## config.mk

```make
export PLATFORM = sky130hd
export DESIGN_NAME = fifo_sync_flex
export DESIGN_NICKNAME = d
export VERILOG_FILES = /design/src/rtl/fifo_sync_flex.sv
export SDC_FILE = /design/constraint.sdc
export NUM_CORES = 1
export LEC_CHECK = 0
export ABC_AREA = 1
export CAP_MARGIN = 30
export CORE_MARGIN = 4
export CORE_UTILIZATION = 45
export CTS_CLUSTER_DIAMETER = 50
export DETAILED_ROUTE_END_ITERATION = 10
export GPL_TIMING_DRIVEN = 1
export HOLD_SLACK_MARGIN = 0.12
export PLACE_DENSITY_LB_ADDON = 0.12
export SYNTH_ARGS = -nofsm -noshare
export SYNTH_HDL_FRONTEND = slang
export SYNTH_SLANG_ARGS = --single-unit
```

## constraint.sdc

```tcl
create_clock -name clk -period 11.75 [get_ports clk]
set_clock_uncertainty 0.05 [all_clocks]
set_input_delay 1.7625 -clock clk [delete_from_list [all_inputs] [get_ports clk]]
set_output_delay 1.7625 -clock clk [all_outputs]
set_load 0.01 [all_outputs]
```

## src/rtl/fifo_sync_flex.sv

```systemverilog
//============================================================================
// Module   : fifo_sync_flex
// Brief    : Single-clock FIFO, any depth >= 2, exact level, AF/AE flags, flush.
//            Define FIFO_ERR_EN to add sticky overflow/underflow outputs.
// Revision : 1.0 - initial release
//============================================================================
`default_nettype none

module fifo_sync_flex #(
  parameter int DATA_WIDTH = 32,
  parameter int DEPTH      = 16,
  parameter int AF_THRESH  = DEPTH - 2,
  parameter int AE_THRESH  = 1
) (
  input  logic                         clk,
  input  logic                         rst,
  input  logic                         flush,
  input  logic                         wr_dv,
  input  logic [DATA_WIDTH-1:0]        wr_data,
  output logic                         full,
  input  logic                         rd_en,
  output logic                         rd_dv,
  output logic [DATA_WIDTH-1:0]        rd_data,
  output logic                         empty,
  output logic [$clog2(DEPTH+1)-1:0]   level,
  output logic                         almost_full,
`ifdef FIFO_ERR_EN
  output logic                         overflow,
  output logic                         underflow,
`endif
  output logic                         almost_empty
);

  localparam int c_PTR_W = $clog2(DEPTH);
  localparam int c_LVL_W = $clog2(DEPTH + 1);
  localparam logic [c_PTR_W-1:0] c_LAST    = c_PTR_W'(DEPTH - 1);
  localparam logic [c_LVL_W-1:0] c_DEPTH_L = c_LVL_W'(DEPTH);
  localparam logic [c_LVL_W-1:0] c_AF      = c_LVL_W'(AF_THRESH);
  localparam logic [c_LVL_W-1:0] c_AE      = c_LVL_W'(AE_THRESH);

  logic [DATA_WIDTH-1:0] r_mem [DEPTH];
  logic [c_PTR_W-1:0]    r_wr_ptr;
  logic [c_PTR_W-1:0]    r_rd_ptr;
  logic [c_LVL_W-1:0]    r_level;
  logic                  r_rd_dv;
  logic [DATA_WIDTH-1:0] r_rd_data;

  logic w_full;
  logic w_empty;
  logic w_wr_acc;
  logic w_rd_acc;

  assign w_full   = (r_level == c_DEPTH_L);
  assign w_empty  = (r_level == '0);
  // Acceptance uses pre-edge flags only, so a full FIFO drops a write even
  // when a read drains an entry on the same edge.
  assign w_wr_acc = wr_dv && !w_full  && !flush;
  assign w_rd_acc = rd_en && !w_empty && !flush;

  always_ff @(posedge clk) begin
    if (w_wr_acc) begin
      r_mem[r_wr_ptr] <= wr_data;
    end
  end

  always_ff @(posedge clk or posedge rst) begin
    if (rst) begin
      r_wr_ptr  <= '0;
      r_rd_ptr  <= '0;
      r_level   <= '0;
      r_rd_dv   <= 1'b0;
      r_rd_data <= '0;
    end else if (flush) begin
      r_wr_ptr <= '0;
      r_rd_ptr <= '0;
      r_level  <= '0;
      r_rd_dv  <= 1'b0;
    end else begin
      if (w_wr_acc) begin
        r_wr_ptr <= (r_wr_ptr == c_LAST) ? '0 : r_wr_ptr + 1'b1;
      end
      if (w_rd_acc) begin
        r_rd_ptr  <= (r_rd_ptr == c_LAST) ? '0 : r_rd_ptr + 1'b1;
        r_rd_data <= r_mem[r_rd_ptr];
      end
      r_rd_dv <= w_rd_acc;
      if (w_wr_acc && !w_rd_acc) begin
        r_level <= r_level + 1'b1;
      end else if (!w_wr_acc && w_rd_acc) begin
        r_level <= r_level - 1'b1;
      end
    end
  end

`ifdef FIFO_ERR_EN
  logic r_overflow;
  logic r_underflow;

  always_ff @(posedge clk or posedge rst) begin
    if (rst) begin
      r_overflow  <= 1'b0;
      r_underflow <= 1'b0;
    end else if (flush) begin
      r_overflow  <= 1'b0;
      r_underflow <= 1'b0;
    end else begin
      if (wr_dv && w_full) begin
        r_overflow <= 1'b1;
      end
      if (rd_en && w_empty) begin
        r_underflow <= 1'b1;
      end
    end
  end

  assign overflow  = r_overflow;
  assign underflow = r_underflow;
`endif

  assign full         = w_full;
  assign empty        = w_empty;
  assign level        = r_level;
  assign almost_full  = (r_level >= c_AF);
  assign almost_empty = (r_level <= c_AE);
  assign rd_dv        = r_rd_dv;
  assign rd_data      = r_rd_data;

endmodule

`default_nettype wire
```

## After elaboration in Yosys (flattened, before gate mapping)

Memories as Yosys holds them, arrays and structs flattened. A register that Yosys moved wholly into a read port is not among the register bits.
Index checks and enable logic that the tools add are counted.

| storage, ports and cells | value |
|---|---|
| flip-flop bits (word level) | 14 |
| memory bits (writable) | 512 |
| input port bits | 37 |
| word-level logic and storage cells | 43 |
| memories | 1 |

| operators by class | value |
|---|---|
| $add $sub $neg | 4 |
| $lt $le $gt $ge | 2 |
| eq/ne operators | 3 |
| mux-type cells | 12 |
| bitwise gates (word level) | 1 |
| reduce and logical (&&, ||, !) cells | 16 |

Memories:

| name | words | width | rd ports | clocked after memory_dff | write ports | line | RTL |
|---|---|---|---|---|---|---|---|
| r_mem | 16 | 32 | 1 | 1 | 1 | 41 | `logic [DATA_WIDTH-1:0] r_mem [DEPTH];` |

Operators by type and width:

| kind | number |
|---|---|
| $mux W4 | 6 |
| $mux W5 | 3 |
| $add A4 B1 Y4 const B | 2 |
| $eq A4 B4 Y1 const B | 2 |
| $logic_and A1 B1 Y1 | 6 |
| $add A5 B1 Y5 const B | 1 |
| $eq A5 B5 Y1 const B | 1 |
| $ge A5 B4 Y1 const B | 1 |
| $le A5 B1 Y1 const B | 1 |
| $logic_not A1 Y1 | 5 |
| $logic_not A5 Y1 | 1 |
| $sub A5 B1 Y5 const B | 1 |
| $reduce_bool A2 Y1 | 2 |
| $mux W1 | 3 |
| $reduce_bool A3 Y1 | 1 |
| $reduce_and A2 Y1 | 1 |
| $not A1 Y1 | 1 |

## Longest topological paths before layout

| depth | value |
|---|---|
| depth in word-level cells | 9 |
| depth in mapped cells | 12 |
| depth with buffers taken out | 10 |

## Worst setup path before layout

Ideal clock, no wire load.

| path | value |
|---|---|
| kind | input -> register |
| start point | input port flush |
| end point | memory r_mem[11][0] (enable) |
| setup time | 0.461 ns |
| arrival time | 4.319 ns |
| slack | 6.920 ns |
| stages on the path | 3 |
| buffers on the path | 0 |
| cells stage by stage | inv_2 nand3_4 nor3_1 |

| between the ends | value |
|---|---|
| cells in the longest elaborated chain, start to end | 4 |

RTL lines:

| element | line | RTL |
|---|---|---|
| start, declared | 17 | `input logic flush,` |
| $logic_not A1 Y1 | 57 | `assign w_wr_acc = wr_dv && !w_full && !flush;` |
| $logic_and A1 B1 Y1 | 57 |  |
| $mux W1 | 61 | `if (w_wr_acc) begin` |
| $mux W1 (implied by the code) | 62 | `r_mem[r_wr_ptr] <= wr_data;` |
| end, declared | 41 |  |

No other way between the ends.

## Worst setup path after layout

| path | value |
|---|---|
| start point | register r_level[0], in the netlist level[0] |
| end point | output port empty |

| between the ends | value |
|---|---|
| cells in the longest elaborated chain, start to end | 1 |

RTL lines:

| element | line | RTL |
|---|---|---|
| start, declared | 44 | `logic [c_LVL_W-1:0] r_level;` |
| start signal, assigned | 88 | `r_level <= r_level + 1'b1;` |
| start signal, assigned | 90 | `r_level <= r_level - 1'b1;` |
| $logic_not A5 Y1 | 54 | `assign w_empty = (r_level == '0);` |
| end, declared | 24 | `output logic empty,` |

No other way between the ends.

==> metrics.txt <==
share of layout cells above drive strength 1=7.34%; number of remaining DRC errors=0; Die W=235 um; Layout Cells excl Fill=2798; Synth top area share=66.3%; Worst Setup SP=level[0]; largest net degree at the start of global routing=109; RePlAce Congestion=0.761; Resized Gates After CTS=0; Crit Path Class=flop to output pin; worst skew pair latency=610 ps; CP startpoint kind=flop; status=complete, no violations; antenna viol nets, final=0; Die H=235 um; Std-Cell Core Area=50600 sq um; Die Area=approximately 55000 sq um; maxcap violations=0; clock network fraction of total power=33.1%; fillers=4318; initial drt markers=roughly 1100; Critical R2R Launch=r_rd_ptr[0]; flops & latches, synth=558; Hold-fix buffers, CTS=0; sw power=0.00164 W; Crit path buffers/inverters=3; Internal=about 0.0038 W; fmax=~0.24 GHz; Area growth, synth to finish=14.0%; worst endpoint required time=9940 ps; via count=14500; syn avg cell area=11.5 sq um; row cnt=between 80 and 90; Clock Root Buffer=clkbuf_16; CTS tree=yes; sw frac=30.4%; crit path DAT=between 2000 and 2500 ps; min-delay worst type=flop to flop; Syn. warnings=0; post-synthesis adder-cell area fraction=0.540%; clk buf depth=3; Leak=9.97 nW; Synth Area in XOR/XNOR=less than 1%; CP Cell Sequence=inv_1 -> ha_1 -> nand3_4 -> inv_1 -> clkdlybuf4s50_1; CP max stage delay=roughly 530 ps; commonest non-fill, non-tap cell in the layout=nand2_1; Tot Pwr=0.00539 W; mapped cell area=23200 sq um; pwr/cell area=204 nW/um^2; Final Max Tran Viols=0; mux cell area share after synthesis=0%; worst hold slack=between 400 and 500 ps; worst slew pin tran=943 ps; vias in the first global route=~14000; most frequent cells in the layout=nand2_1, edfxtp_1, nand3_1; simple-gate portion of the synthesized area=21.4%; RSZ-0062 raised after global routing=false; cells after synthesis=about 2000; Synth area leader=edfxtp_1; postcts setup bufs=0; Tcrit/Tclk final=34.9%; Critical Path Most Common Cell=inv_1; wire per inst=19.4 um; Detailed Place HPWL=a little under 30000 um; dpl cells=2690; Max FO, Critical Path=7; Starting Density=a little under half; clk slew on worst S/H paths=roughly 60 ps; Total GRT Usage=19.5%; crit-path leading delay family=buffers and inverters; I/O pins=a little under 80; Synth area leaders=edfxtp_1, nand2_1, nand3_1; post-route minimum period=4100 ps; compound-cell area share of the yosys netlist=2.03%; Critical Path Slowest Stage Cell=clkdlybuf4s50_1; CTS Buf Count=59; htree depth=2; Final Hold Violating Endpoints=0; fin nets=2126; register area share after synthesis=71.3%; clk sinks=558; number of library cell types mapped by synthesis=32; initial antenna violation count=0; Worst setup EP type=output pin; final setup violation count=0; Sum Neg Setup Slack=0 ps; Max-slew headroom=37.1%; Total Routed Length=54300 um; DRT Pass-1 Iters=5; mean number of vias per cell=5.18; # diodes=0; hold path start=rd_data[11]; first-pass GRT wire length=84800 um; part of the power in registers=44.0%; logic gate share of total power=22.9%; VDD IR max=0.000116 V; grt total ovfl=0; largest family of logic cells by synthesized area=simple AND/OR/NAND/NOR gates; port buffer count=78; syn_nets=2070
-- kinds of logic after synthesis --
| family | Yosys count |
|---|---|
| buffers and inverters | 188 |
| flip-flops | 558 |
| AND/OR/NAND/NOR | 1189 |
| AO/OA/AOI/OAI | 71 |
| adder cells (fa/ha/maj) | 10 |
| XOR/XNOR | 7 |
-- power by group through the flow --
stage          Clock [W]  Sequential (W)  Combinational [W]
2_1_floorplan          0         0.00237           0.000909
3_3_place_gp           0         0.00241            0.00122
3_5_place_dp           0         0.00241            0.00125
4_1_cts          0.00183         0.00237            0.00126
5_1_grt          0.00191         0.00238            0.00140
6_report         0.00179         0.00237            0.00124
-- cell usage after synthesis --
cell type,n
o21ai_1,16
dfrtp_1,46
xor2_1,5
clkinv_1,1
nor3_1,4
inv_4,3
a21oi_4,1
a21oi_1,3
clkbuf_2,1
inv_1,65
nor2_1,44
or2_1,13
ha_1,10
clkbuf_1,10
inv_6,1
buf_4,16
buf_1,11
nand2_4,2
buf_6,25
edfxtp_1,512
a21oi_2,1
o22ai_1,3
nand2_1,830
nor4_1,1
nand3_4,4
o211ai_1,39
nand3_1,289
buf_2,52
xnor2_1,2
inv_2,3
o21ai_0,8
nor2_8,2
-- worst reg2reg max path: stages (launching register included) --
cell and delay (ps):
dfrtp_4 750, inv_6 360, buf_16 410, buf_4 680
buf_16 320, nand2_1 120, nand3_1 80, nand3_1 70
nand2_1 150, nand2_1 70, nand2_1 100, nand2_1 50
nand2_1 80
-- state kept, by name (all words and copies together) (netlist names) --
register,count
rd_dv,1
r_rd_ptr,4
level,5
r_wr_ptr,4
r_mem,512
rd_data,32
-- worst paths after layout --
check                                   end  slack [ps]  cells after the start
worst max-delay path                  empty        7650                      5
worst max register to register  rd_data[11]        8400                     12
max in group asynchronous       r_rd_ptr[1]        9480                      3
worst min register to register  rd_data[11]         430                      2
worst min-delay path            rd_data[11]         430                      2
min in group asynchronous       r_wr_ptr[1]        1640                      3
-- metal layers --
| layer | vias to the layer above | track usage, % | part of all wire [%] | wire [um] |
|---|---|---|---|---|
| met2 | 281 | 33.0 | 49 | 26600 |
| li1 | 7018 | - | - | - |
| met1 | 7119 | 26.6 | 45 | 24500 |
| met3 | 88 | 2.42 | 3.5 | 1890 |
| met5 | - | 0 | 0 | 0 |
| met4 | 0 | 5.96 | 2.5 | 1350 |
-- per-stage QoR --
step | setup WS, ps | utilization [%] | instance area [sq um]
after global placement | 7320 | 48.2 | 24400
after detailed placement | 7400 | 48.5 | 24600
after global routing | 7490 | 52.2 | 26400
final | 7650 | 52.2 | 26400
after CTS | 7610 | 52.2 | 26400
after floorplan | 6920 | - | 23200
-- area by class of cell --
class                      instances  area [sq um]  share of cell area (%)
sequential                       558         16500                    62.6
tap                              672           841                    3.18
clock inverter                    20           154                   0.582
timing repair buffer             110          1150                    4.37
multi-input combinational       1277          5740                    21.7
inverter                          73           287                    1.08
clock buffer                      88          1720                    6.50
Power figures use the tool's default switching activity.
